--- src/rtl/dmem_request_sequencer_if.sv ---
// Handshake bundles for the data-memory request sequencer: pipeline-side
// request/response channel and memory-side access channel.
`ifndef XLEN
`define XLEN 32
`endif

interface dmem_req_if #(parameter int XLEN = `XLEN) ();
  logic              req_valid;
  logic              req_ready;
  logic              req_write;
  logic [2:0]        req_funct3;
  logic [XLEN-1:0]   req_addr;
  logic [63:0]       req_wdata;
  logic              resp_valid;
  logic [63:0]       resp_rdata;
  logic              resp_error;

  modport master (
    output req_valid, req_write, req_funct3, req_addr, req_wdata,
    input  req_ready, resp_valid, resp_rdata, resp_error
  );

  modport slave (
    input  req_valid, req_write, req_funct3, req_addr, req_wdata,
    output req_ready, resp_valid, resp_rdata, resp_error
  );
endinterface

interface dmem_mem_if #(parameter int XLEN = `XLEN) ();
  logic [XLEN-1:0]   mem_addr;
  logic [XLEN-1:0]   mem_write_data;
  logic              mem_read;
  logic              mem_write;
  logic [2:0]        mem_funct3;
  logic [XLEN-1:0]   mem_read_data;

  modport master (
    output mem_addr, mem_write_data, mem_read, mem_write, mem_funct3,
    input  mem_read_data
  );

  modport slave (
    input  mem_addr, mem_write_data, mem_read, mem_write, mem_funct3,
    output mem_read_data
  );
endinterface

--- src/rtl/dmem_request_sequencer.sv ---
// MEM-stage to data-memory sequencer; splits 64-bit accesses on XLEN=32 builds.
// Optional macro MISALIGN_TRAP_EN: misaligned requests respond with an error and skip memory.
`ifndef XLEN
`define XLEN 32
`endif

module dmem_request_sequencer #(
  parameter int XLEN = `XLEN
) (
  input  logic       clk,
  input  logic       reset,
  dmem_req_if.slave  req,
  dmem_mem_if.master mem
);

  typedef enum logic [1:0] {
    IDLE   = 2'd0,
    ACC_LO = 2'd1,
    ACC_HI = 2'd2,
    RESP   = 2'd3
  } state_t;

  localparam logic [XLEN-1:0] LP_WORD_STEP = XLEN'(32'd4);

  state_t          r_state;
  state_t          w_next;
  logic            r_write;
  logic [2:0]      r_funct3;
  logic [XLEN-1:0] r_addr;
  logic [63:0]     r_wdata;
  logic            r_split;
  logic            r_err;
  logic [63:0]     r_rdata;
  logic            w_accept;
  logic            w_split;
  logic            w_trap;

`ifdef MISALIGN_TRAP_EN
  // Size comes from funct3[1:0]; the signedness bit does not affect alignment.
  function automatic logic f_misaligned(input logic [2:0] funct3, input logic [2:0] addr_lo);
    logic bad;
    case (funct3[1:0])
      2'b01:   bad = addr_lo[0];
      2'b10:   bad = |addr_lo[1:0];
      2'b11:   bad = |addr_lo;
      default: bad = 1'b0;
    endcase
    return bad;
  endfunction

  assign w_trap = f_misaligned(req.req_funct3, req.req_addr[2:0]);
`else
  assign w_trap = 1'b0;
`endif

  assign w_accept = (r_state == IDLE) && !reset && req.req_valid;
  assign w_split  = (XLEN == 32) && (req.req_funct3 == 3'b011);

  // State register, request latches and load-data capture.
  always_ff @(posedge clk) begin
    if (reset) begin
      r_state  <= IDLE;
      r_write  <= 1'b0;
      r_funct3 <= 3'b000;
      r_addr   <= {XLEN{1'b0}};
      r_wdata  <= 64'd0;
      r_split  <= 1'b0;
      r_err    <= 1'b0;
      r_rdata  <= 64'd0;
    end else begin
      r_state <= w_next;
      case (r_state)
        IDLE: begin
          if (w_accept) begin
            r_write  <= req.req_write;
            r_funct3 <= req.req_funct3;
            r_addr   <= req.req_addr;
            r_wdata  <= req.req_wdata;
            r_split  <= w_split;
            r_err    <= w_trap;
          end
        end
        ACC_LO: begin
          if (r_split) begin
            r_rdata[31:0] <= mem.mem_read_data[31:0];
          end else begin
            r_rdata <= 64'(mem.mem_read_data);
          end
        end
        ACC_HI:  r_rdata[63:32] <= mem.mem_read_data[31:0];
        default: r_rdata <= r_rdata;
      endcase
    end
  end

  // Next-state decode and all handshake/memory outputs.
  always_comb begin
    w_next             = r_state;
    req.req_ready      = 1'b0;
    req.resp_valid     = 1'b0;
    req.resp_rdata     = 64'd0;
    req.resp_error     = 1'b0;
    mem.mem_addr       = {XLEN{1'b0}};
    mem.mem_write_data = {XLEN{1'b0}};
    mem.mem_read       = 1'b0;
    mem.mem_write      = 1'b0;
    mem.mem_funct3     = 3'b000;
    case (r_state)
      IDLE: begin
        req.req_ready = !reset;
        if (w_accept) begin
          w_next = w_trap ? RESP : ACC_LO;
        end else begin
          w_next = IDLE;
        end
      end
      ACC_LO: begin
        mem.mem_addr       = r_addr;
        mem.mem_funct3     = r_split ? 3'b010 : r_funct3;
        mem.mem_write_data = r_wdata[XLEN-1:0];
        mem.mem_read       = !r_write && !reset;
        mem.mem_write      = r_write && !reset;
        w_next             = r_split ? ACC_HI : RESP;
      end
      ACC_HI: begin
        // Address wraps naturally at 2^XLEN.
        mem.mem_addr       = r_addr + LP_WORD_STEP;
        mem.mem_funct3     = 3'b010;
        mem.mem_write_data = XLEN'(r_wdata[63:32]);
        mem.mem_read       = !r_write && !reset;
        mem.mem_write      = r_write && !reset;
        w_next             = RESP;
      end
      RESP: begin
        req.resp_valid = 1'b1;
        req.resp_rdata = (r_write || r_err) ? 64'd0 : r_rdata;
        req.resp_error = r_err;
        w_next         = IDLE;
      end
      default: w_next = IDLE;
    endcase
  end

endmodule

--- src/flat_wrapper.sv ---
// flat-port wrapper written by rule: the top's interface ports become plain ports
module dmem_request_sequencer_flat 
#(
  parameter int XLEN = `XLEN
)
  (clk, reset, req_req_valid, req_req_write, req_req_funct3, req_req_addr, req_req_wdata, req_req_ready, req_resp_valid, req_resp_rdata, req_resp_error, mem_mem_addr, mem_mem_write_data, mem_mem_read, mem_mem_write, mem_mem_funct3, mem_mem_read_data);
  dmem_req_if #(.XLEN(XLEN)) req_i ();
  dmem_mem_if #(.XLEN(XLEN)) mem_i ();
  input  logic clk;
  input  logic reset;
  input wire logic [$bits(req_i.req_valid)-1:0] req_req_valid;
  input wire logic [$bits(req_i.req_write)-1:0] req_req_write;
  input wire logic [$bits(req_i.req_funct3)-1:0] req_req_funct3;
  input wire logic [$bits(req_i.req_addr)-1:0] req_req_addr;
  input wire logic [$bits(req_i.req_wdata)-1:0] req_req_wdata;
  output wire logic [$bits(req_i.req_ready)-1:0] req_req_ready;
  output wire logic [$bits(req_i.resp_valid)-1:0] req_resp_valid;
  output wire logic [$bits(req_i.resp_rdata)-1:0] req_resp_rdata;
  output wire logic [$bits(req_i.resp_error)-1:0] req_resp_error;
  output wire logic [$bits(mem_i.mem_addr)-1:0] mem_mem_addr;
  output wire logic [$bits(mem_i.mem_write_data)-1:0] mem_mem_write_data;
  output wire logic [$bits(mem_i.mem_read)-1:0] mem_mem_read;
  output wire logic [$bits(mem_i.mem_write)-1:0] mem_mem_write;
  output wire logic [$bits(mem_i.mem_funct3)-1:0] mem_mem_funct3;
  input wire logic [$bits(mem_i.mem_read_data)-1:0] mem_mem_read_data;
  assign req_i.req_valid = req_req_valid;
  assign req_i.req_write = req_req_write;
  assign req_i.req_funct3 = req_req_funct3;
  assign req_i.req_addr = req_req_addr;
  assign req_i.req_wdata = req_req_wdata;
  assign req_req_ready = req_i.req_ready;
  assign req_resp_valid = req_i.resp_valid;
  assign req_resp_rdata = req_i.resp_rdata;
  assign req_resp_error = req_i.resp_error;
  assign mem_mem_addr = mem_i.mem_addr;
  assign mem_mem_write_data = mem_i.mem_write_data;
  assign mem_mem_read = mem_i.mem_read;
  assign mem_mem_write = mem_i.mem_write;
  assign mem_mem_funct3 = mem_i.mem_funct3;
  assign mem_i.mem_read_data = mem_mem_read_data;
  dmem_request_sequencer #(.XLEN(XLEN)) u_core (.clk(clk), .reset(reset), .req(req_i), .mem(mem_i));
endmodule
--- config.mk ---
export PLATFORM = sky130hd
export DESIGN_NAME = dmem_request_sequencer_flat
export DESIGN_NICKNAME = d
export VERILOG_FILES = /design/src/rtl/dmem_request_sequencer_if.sv /design/src/rtl/dmem_request_sequencer.sv /design/src/flat_wrapper.sv
export SDC_FILE = /design/constraint.sdc
export NUM_CORES = 1
export LEC_CHECK = 0
export ABC_AREA = 1
export CAP_MARGIN = 5
export CORE_ASPECT_RATIO = 2
export CORE_MARGIN = 1
export CORE_UTILIZATION = 33
export CTS_BUF_LIST = sky130_fd_sc_hd__clkbuf_2
export DETAILED_ROUTE_END_ITERATION = 8
export DONT_BUFFER_PORTS = 1
export GPL_TIMING_DRIVEN = 0
export PLACE_DENSITY = 0.51
export SKIP_LAST_GASP = 1
export SLEW_MARGIN = 20
export SYNTH_ARGS = -nofsm -noshare
export SYNTH_HDL_FRONTEND = slang
export SYNTH_SLANG_ARGS = --single-unit
--- constraint.sdc ---
create_clock -name clk -period 2.5 [get_ports clk]
set_input_delay 0 -clock clk [delete_from_list [all_inputs] [get_ports clk]]
set_output_delay 0 -clock clk [all_outputs]
set_load 0.005 [all_outputs]
# Yosys cells after proc, flatten, opt, wreduce, memory -nomap -nowiden
# Index checks and enable logic that the tools add are counted.
[op_classes] eq_ne=5 reduce_logical=11 mux=15 addsub=1
[ops] operator="case mux 32 bit (2 select lines)" count=3
[ops] operator="two-way mux 64 bit" count=2
[ops] operator="adder 32 x 3 -> 32 bit, second input constant" count=1
[ops] operator="two-way mux 32 bit" count=1
[ops] operator="case mux 2 bit (4 select lines)" count=1
[ops] operator="two-way mux 1 bit" count=6
[ops] operator="case mux 3 bit (2 select lines)" count=1
[ops] operator="== test 2 bit, second input constant" count=2
[ops] operator="logical AND 1 bit" count=4
[ops] operator="AND reduction 2 bit" count=2
[ops] operator="== test 3 x 2 -> 1 bit, second input constant" count=1
[ops] operator="two-way mux 3 bit" count=1
[ops] operator="== test 2 x 1 -> 1 bit, second input constant" count=1
[ops] operator="zero test 1 bit" count=2
[ops] operator="zero test 2 bit" count=1
[ops] operator="inequality test 2 bit, second input constant" count=1
[ops] operator="nonzero test 2 bit" count=1
[ops] operator="OR reduction 2 bit" count=1
[word_totals] elab_cells=40 output_inout_bits=136 in_bits=135 regBits=167

# Longest topological paths before layout
[logic_depth] word_depth=5 depth_mapped=10

# Worst setup path before layout
# OpenSTA, ideal clock, no wires.
[synth_timing] kind="register to register" startpoint="register u_core.r_state[1]" endpoint="register u_core.r_rdata[35]" arrival_ns=1.307 setup_slack_ns=1.061 stages_incl_launch_ff=8 path_buffers=2 required_ns=2.368 path_cell_list="dfxtp_1 -> inv_1 -> ha_1 -> buf_4 -> o21ai_4 -> buf_2 -> or2_1 -> a21oi_1"
[synth_via] elab_chain_cells=3
[synth_rtl] element="start: declaration" line="dmem_request_sequencer.sv:25" text="state_t r_state;"
[synth_rtl] element="start signal: assignment" line="dmem_request_sequencer.sv:71" text="r_state <= w_next;"
[synth_rtl] element="== test 2 x 1 -> 1 bit / == test 2 bit (equally long branches)" line="dmem_request_sequencer.sv:72" text="case (r_state)"
[synth_rtl] element="inequality test 2 bit (no line) / nonzero test 2 bit (equally long branches)"
[synth_rtl] element="AND reduction 2 bit (no line)"
[synth_rtl] element="end signal: assignment" line="dmem_request_sequencer.sv:87" text="r_rdata <= 64'(mem.mem_read_data);"
[synth_rtl] element="end signal: assignment" line="dmem_request_sequencer.sv:90" text="ACC_HI: r_rdata[63:32] <= mem.mem_read_data[31:0];"
[synth_rtl] element="end signal: assignment" line="dmem_request_sequencer.sv:91" text="default: r_rdata <= r_rdata;"
[synth_rtl] element="end: declaration" line="dmem_request_sequencer.sv:33" text="logic [63:0] r_rdata;"
# Parallel ways exist; a longest one is shown, timed or not.
# A chain may end at the register's enable or synchronous reset.

# Final worst setup path
[layout_timing] startpoint="register u_core.r_state[1]" endpoint="output mem_mem_write_data[20]"
[layout_via] elab_chain_cells=2
[layout_rtl] element="== test 2 bit / == test 2 x 1 -> 1 bit (equally long branches)" line="dmem_request_sequencer.sv:108" text="case (r_state)"
[layout_rtl] element="case mux 32 bit (2 select lines) (*)" line="dmem_request_sequencer.sv:108"
[layout_rtl] element="end: declaration" line="flat_wrapper.sv:21" text="output wire logic [$bits(mem_i.mem_write_data)-1:0] mem_mem_write_data;"
# Every way passes the cells marked *; elsewhere a longest branch is shown, timed or not.

==> flow_summary.yaml <==
clocking:
  clkTransAtPathRegs_ns: 0.27
  h-tree-depth: 4
  clkLatencyLatePin_ns: 0.82
  cts_tree: "built"
  cts_buffers: 17
  cts_buffer_depth: 2
  cts.sinks: 167
  clock-root-buffer: "clkbuf_2"
yosys:
  synth_most_common_cell: "nand2_1"
  synth-edff-count: 0
  async_flop_share_pct: 0
  syn_avg_cell_area_um2: 6.631
  netlist_top_cells_area: "dfxtp_1 41%, nand2_1 16%, nand3_1 7.1%"
  syn-cell-area_um2: 8229
  synth_ff_type: "dfxtp_1"
  synth-seq-area-share_pct: 40.63
  syn_inst: 1241
  yosysTopAreaCell: "dfxtp_1"
  synth_warnings: 0
  syn_nets: 1381
  synth.distinct_cells: 40
  ys_top_cells_by_count: "346 x nand2_1, 167 x dfxtp_1, 148 x nor2_1"
  synth-seq-cells: 167
  synth_top_area_share_pct: 40.63
setup_path:
  end_kind: "output port"
  r2r-end: "u_core.r_addr[7]"
  arrival_ns: 2.33
  worst-r2r-cell-count: 9
  critPathBufInv: 4
  cp-startpoint: "u_core.r_state[1]"
  critPathRequiredTime_ns: 2.50
  worstSetupStartpointType: "flip-flop"
  timing.critical_path.slowest_stage_cell: "dfxtp_2"
  cp_cell_sequence: "inv_1 > ha_1 > buf_6 > clkinvlp_4 > buf_4 > a21oi_1"
  r2r_slack_ns: 0.20
  critPathTopFamily: "buffers and inverters"
  timing.rr.start: "u_core.r_state[0]"
  path_class: "flip-flop to output port"
  slowest_delay_ns: 0.40
  path_max_fanout: 10
detailed_routing:
  via_count: 9346
  via_per_inst: 4.893
  ant_nets: 0
  routedWlPerCell_um: 17.53
  drc_errors: 0
  drtPass1Iterations: 5
  routed_wl_um: 33470
  drt_iter0_drc: 329
hold_path:
  hold_end: "u_core.r_rdata[32]"
  worstHoldStart: "reset"
  min_path_type: "input pin to flip-flop"
  whs_path_depth: 3
sta:
  postLayoutSetupSlackWorst_ns: 0.1733
  finalMaxSlewViolations: 0
  min_period_ns: 2.327
  rsz0062_at_grt: "yes"
  tightest_slew_ns: 0.9519
  setup_viol: 0
  finalCritPeriodShare_pct: 93.07
  slew_headroom_pct: 35.87
  setup_tns_ns: 0
  hold_violations: 0
  fmax_ghz: 0.4298
  clock-skew-final_ns: 0.03548
cells_and_area:
  nNetsFinal: 1704
  final_area_um2: 12250
  drive_gt1_share_pct: 11.80
  syn2layout_area_growth_pct: 48.87
die:
  core_um2: 24420
  die_h_um: 225.3
  die_w_um: 113.7
  dieArea_um2: 25610
  start_util_pct: 33.69
  rows: 81
  top_level_ports: 271
power:
  ir_worst_vdd_mv: 0.3803
  p_leak_nw: 4.557
  power_mw: 5.771
  p_per_area_nw_per_um2: 471.1
placement:
  place_area_um2: 8645
  place.gp.congestion: 0.8856
  hpwl_um: 24310
  port_buffers: 0
  dp_slack_ns: 0.4772
grt:
  grt.overflow.total: 0
  grt_max_degree: 17
  grt_pass1_vias: 9519
  grt_usage_pct: 26.31
  antenna_found_initial: 2
  grt_pass1_wl_um: 50260
outcome:
  status: "finished, final reports clean"
run:
  maxCapViolCount: 0
placed cells by master (no fill, tap or decap), types with 14 or more instances in the layout:
cell and instances:
inv_1 79, clkbuf_1 26, clkbuf_2 30, buf_4 21, o21ai_0 70, nor2_1 146, or2_1 28, dlygate4sd3_1 299
nand2_1 346, nand3_1 117, dfxtp_1 151, a21oi_2 25, a21oi_1 87, dfxtp_2 14
flip-flops by register name (all words and copies together), names as in the netlist:
name and cells:
u_core.r_rdata 64, u_core.r_write 1, u_core.r_state 2, u_core.r_wdata 64
u_core.r_funct3 3, u_core.r_split 1, u_core.r_addr 32
per-stage QoR:
stage          utilization (%)  instances  hold slack [ns]
2_1_floorplan                -       1241          0.02971
3_3_place_gp             35.39       1573          0.04087
3_5_place_dp             35.39       1573          0.04011
4_1_cts                  49.49       1905           0.1709
5_1_grt                  50.16       1910           0.2432
6_report                 50.16       1910           0.2966
kinds of logic after synthesis:
| group | after synthesis | share of synthesized area (%) |
|---|---|---|
| simple gates | 688 | 36.38 |
| compound gates | 205 | 13.29 |
| flops | 167 | 40.63 |
| fa+ha+maj | 5 | 0.7602 |
| other cells | 1 | 0.04557 |
| buf+inv | 175 | 8.895 |
worst max path at each step:
stage                                  end  slack (ns)  cells after the start
finish              mem_mem_write_data[20]        0.17                      6
global placement          mem_mem_addr[10]        0.50                      6
CTS                       mem_mem_addr[10]       -0.05                      6
floorplan               u_core.r_rdata[35]        1.06                      7
detailed placement        mem_mem_addr[10]        0.48                      6
global route              mem_mem_addr[24]       -0.03                      9
per-layer routing:
metal / global-route usage (%) / vias up / share of wire, %
li1: - / 4600 / -
met1: 22.96 / 4376 / 34
met4: 14.30 / 0 / 4.5
met5: 0 / - / 0
met3: 6.105 / 77 / 4.9
met2: 53.15 / 293 / 56
where the power goes:
group	leakage, nW	internal (mW)	switching, mW	total [mW]
combinational	3.05	0.582	0.763	1.34
clock	0.132	0.370	1.04	1.41
sequential	1.37	2.88	0.140	3.02
total	4.56	3.83	1.94	5.77
tightest hold or removal path: cells and delay by family:
family	cells	cell delay, ns
AO/OA/AOI/OAI	1	0.18
buffers and inverters	2	0.94
what timing repair did:
item                       CTS  global route
hold buffers               299             0
hold endpoints to repair   167             0
pin swaps                    2             6
buffers inserted             2             3
resized for setup           73            55
setup endpoints to repair  126           159
cell type report:
| type | instances | area (um^2) |
|---|---|---|
| Multi-Input combinational cell | 899 | 4383 |
| Clock buffer | 20 | 100.1 |
| Timing Repair Buffer | 304 | 3030 |
| Sequential cell | 167 | 3368 |
| Fill cell | 2513 | 12170 |
| Antenna cell | 2 | 5.005 |
| Inverter | 89 | 337.8 |
| Buffer | 86 | 510.5 |
| Tap cell | 332 | 415.4 |
| Clock inverter | 11 | 100.1 |
Note: power is estimated with default switching activity, not from simulation.
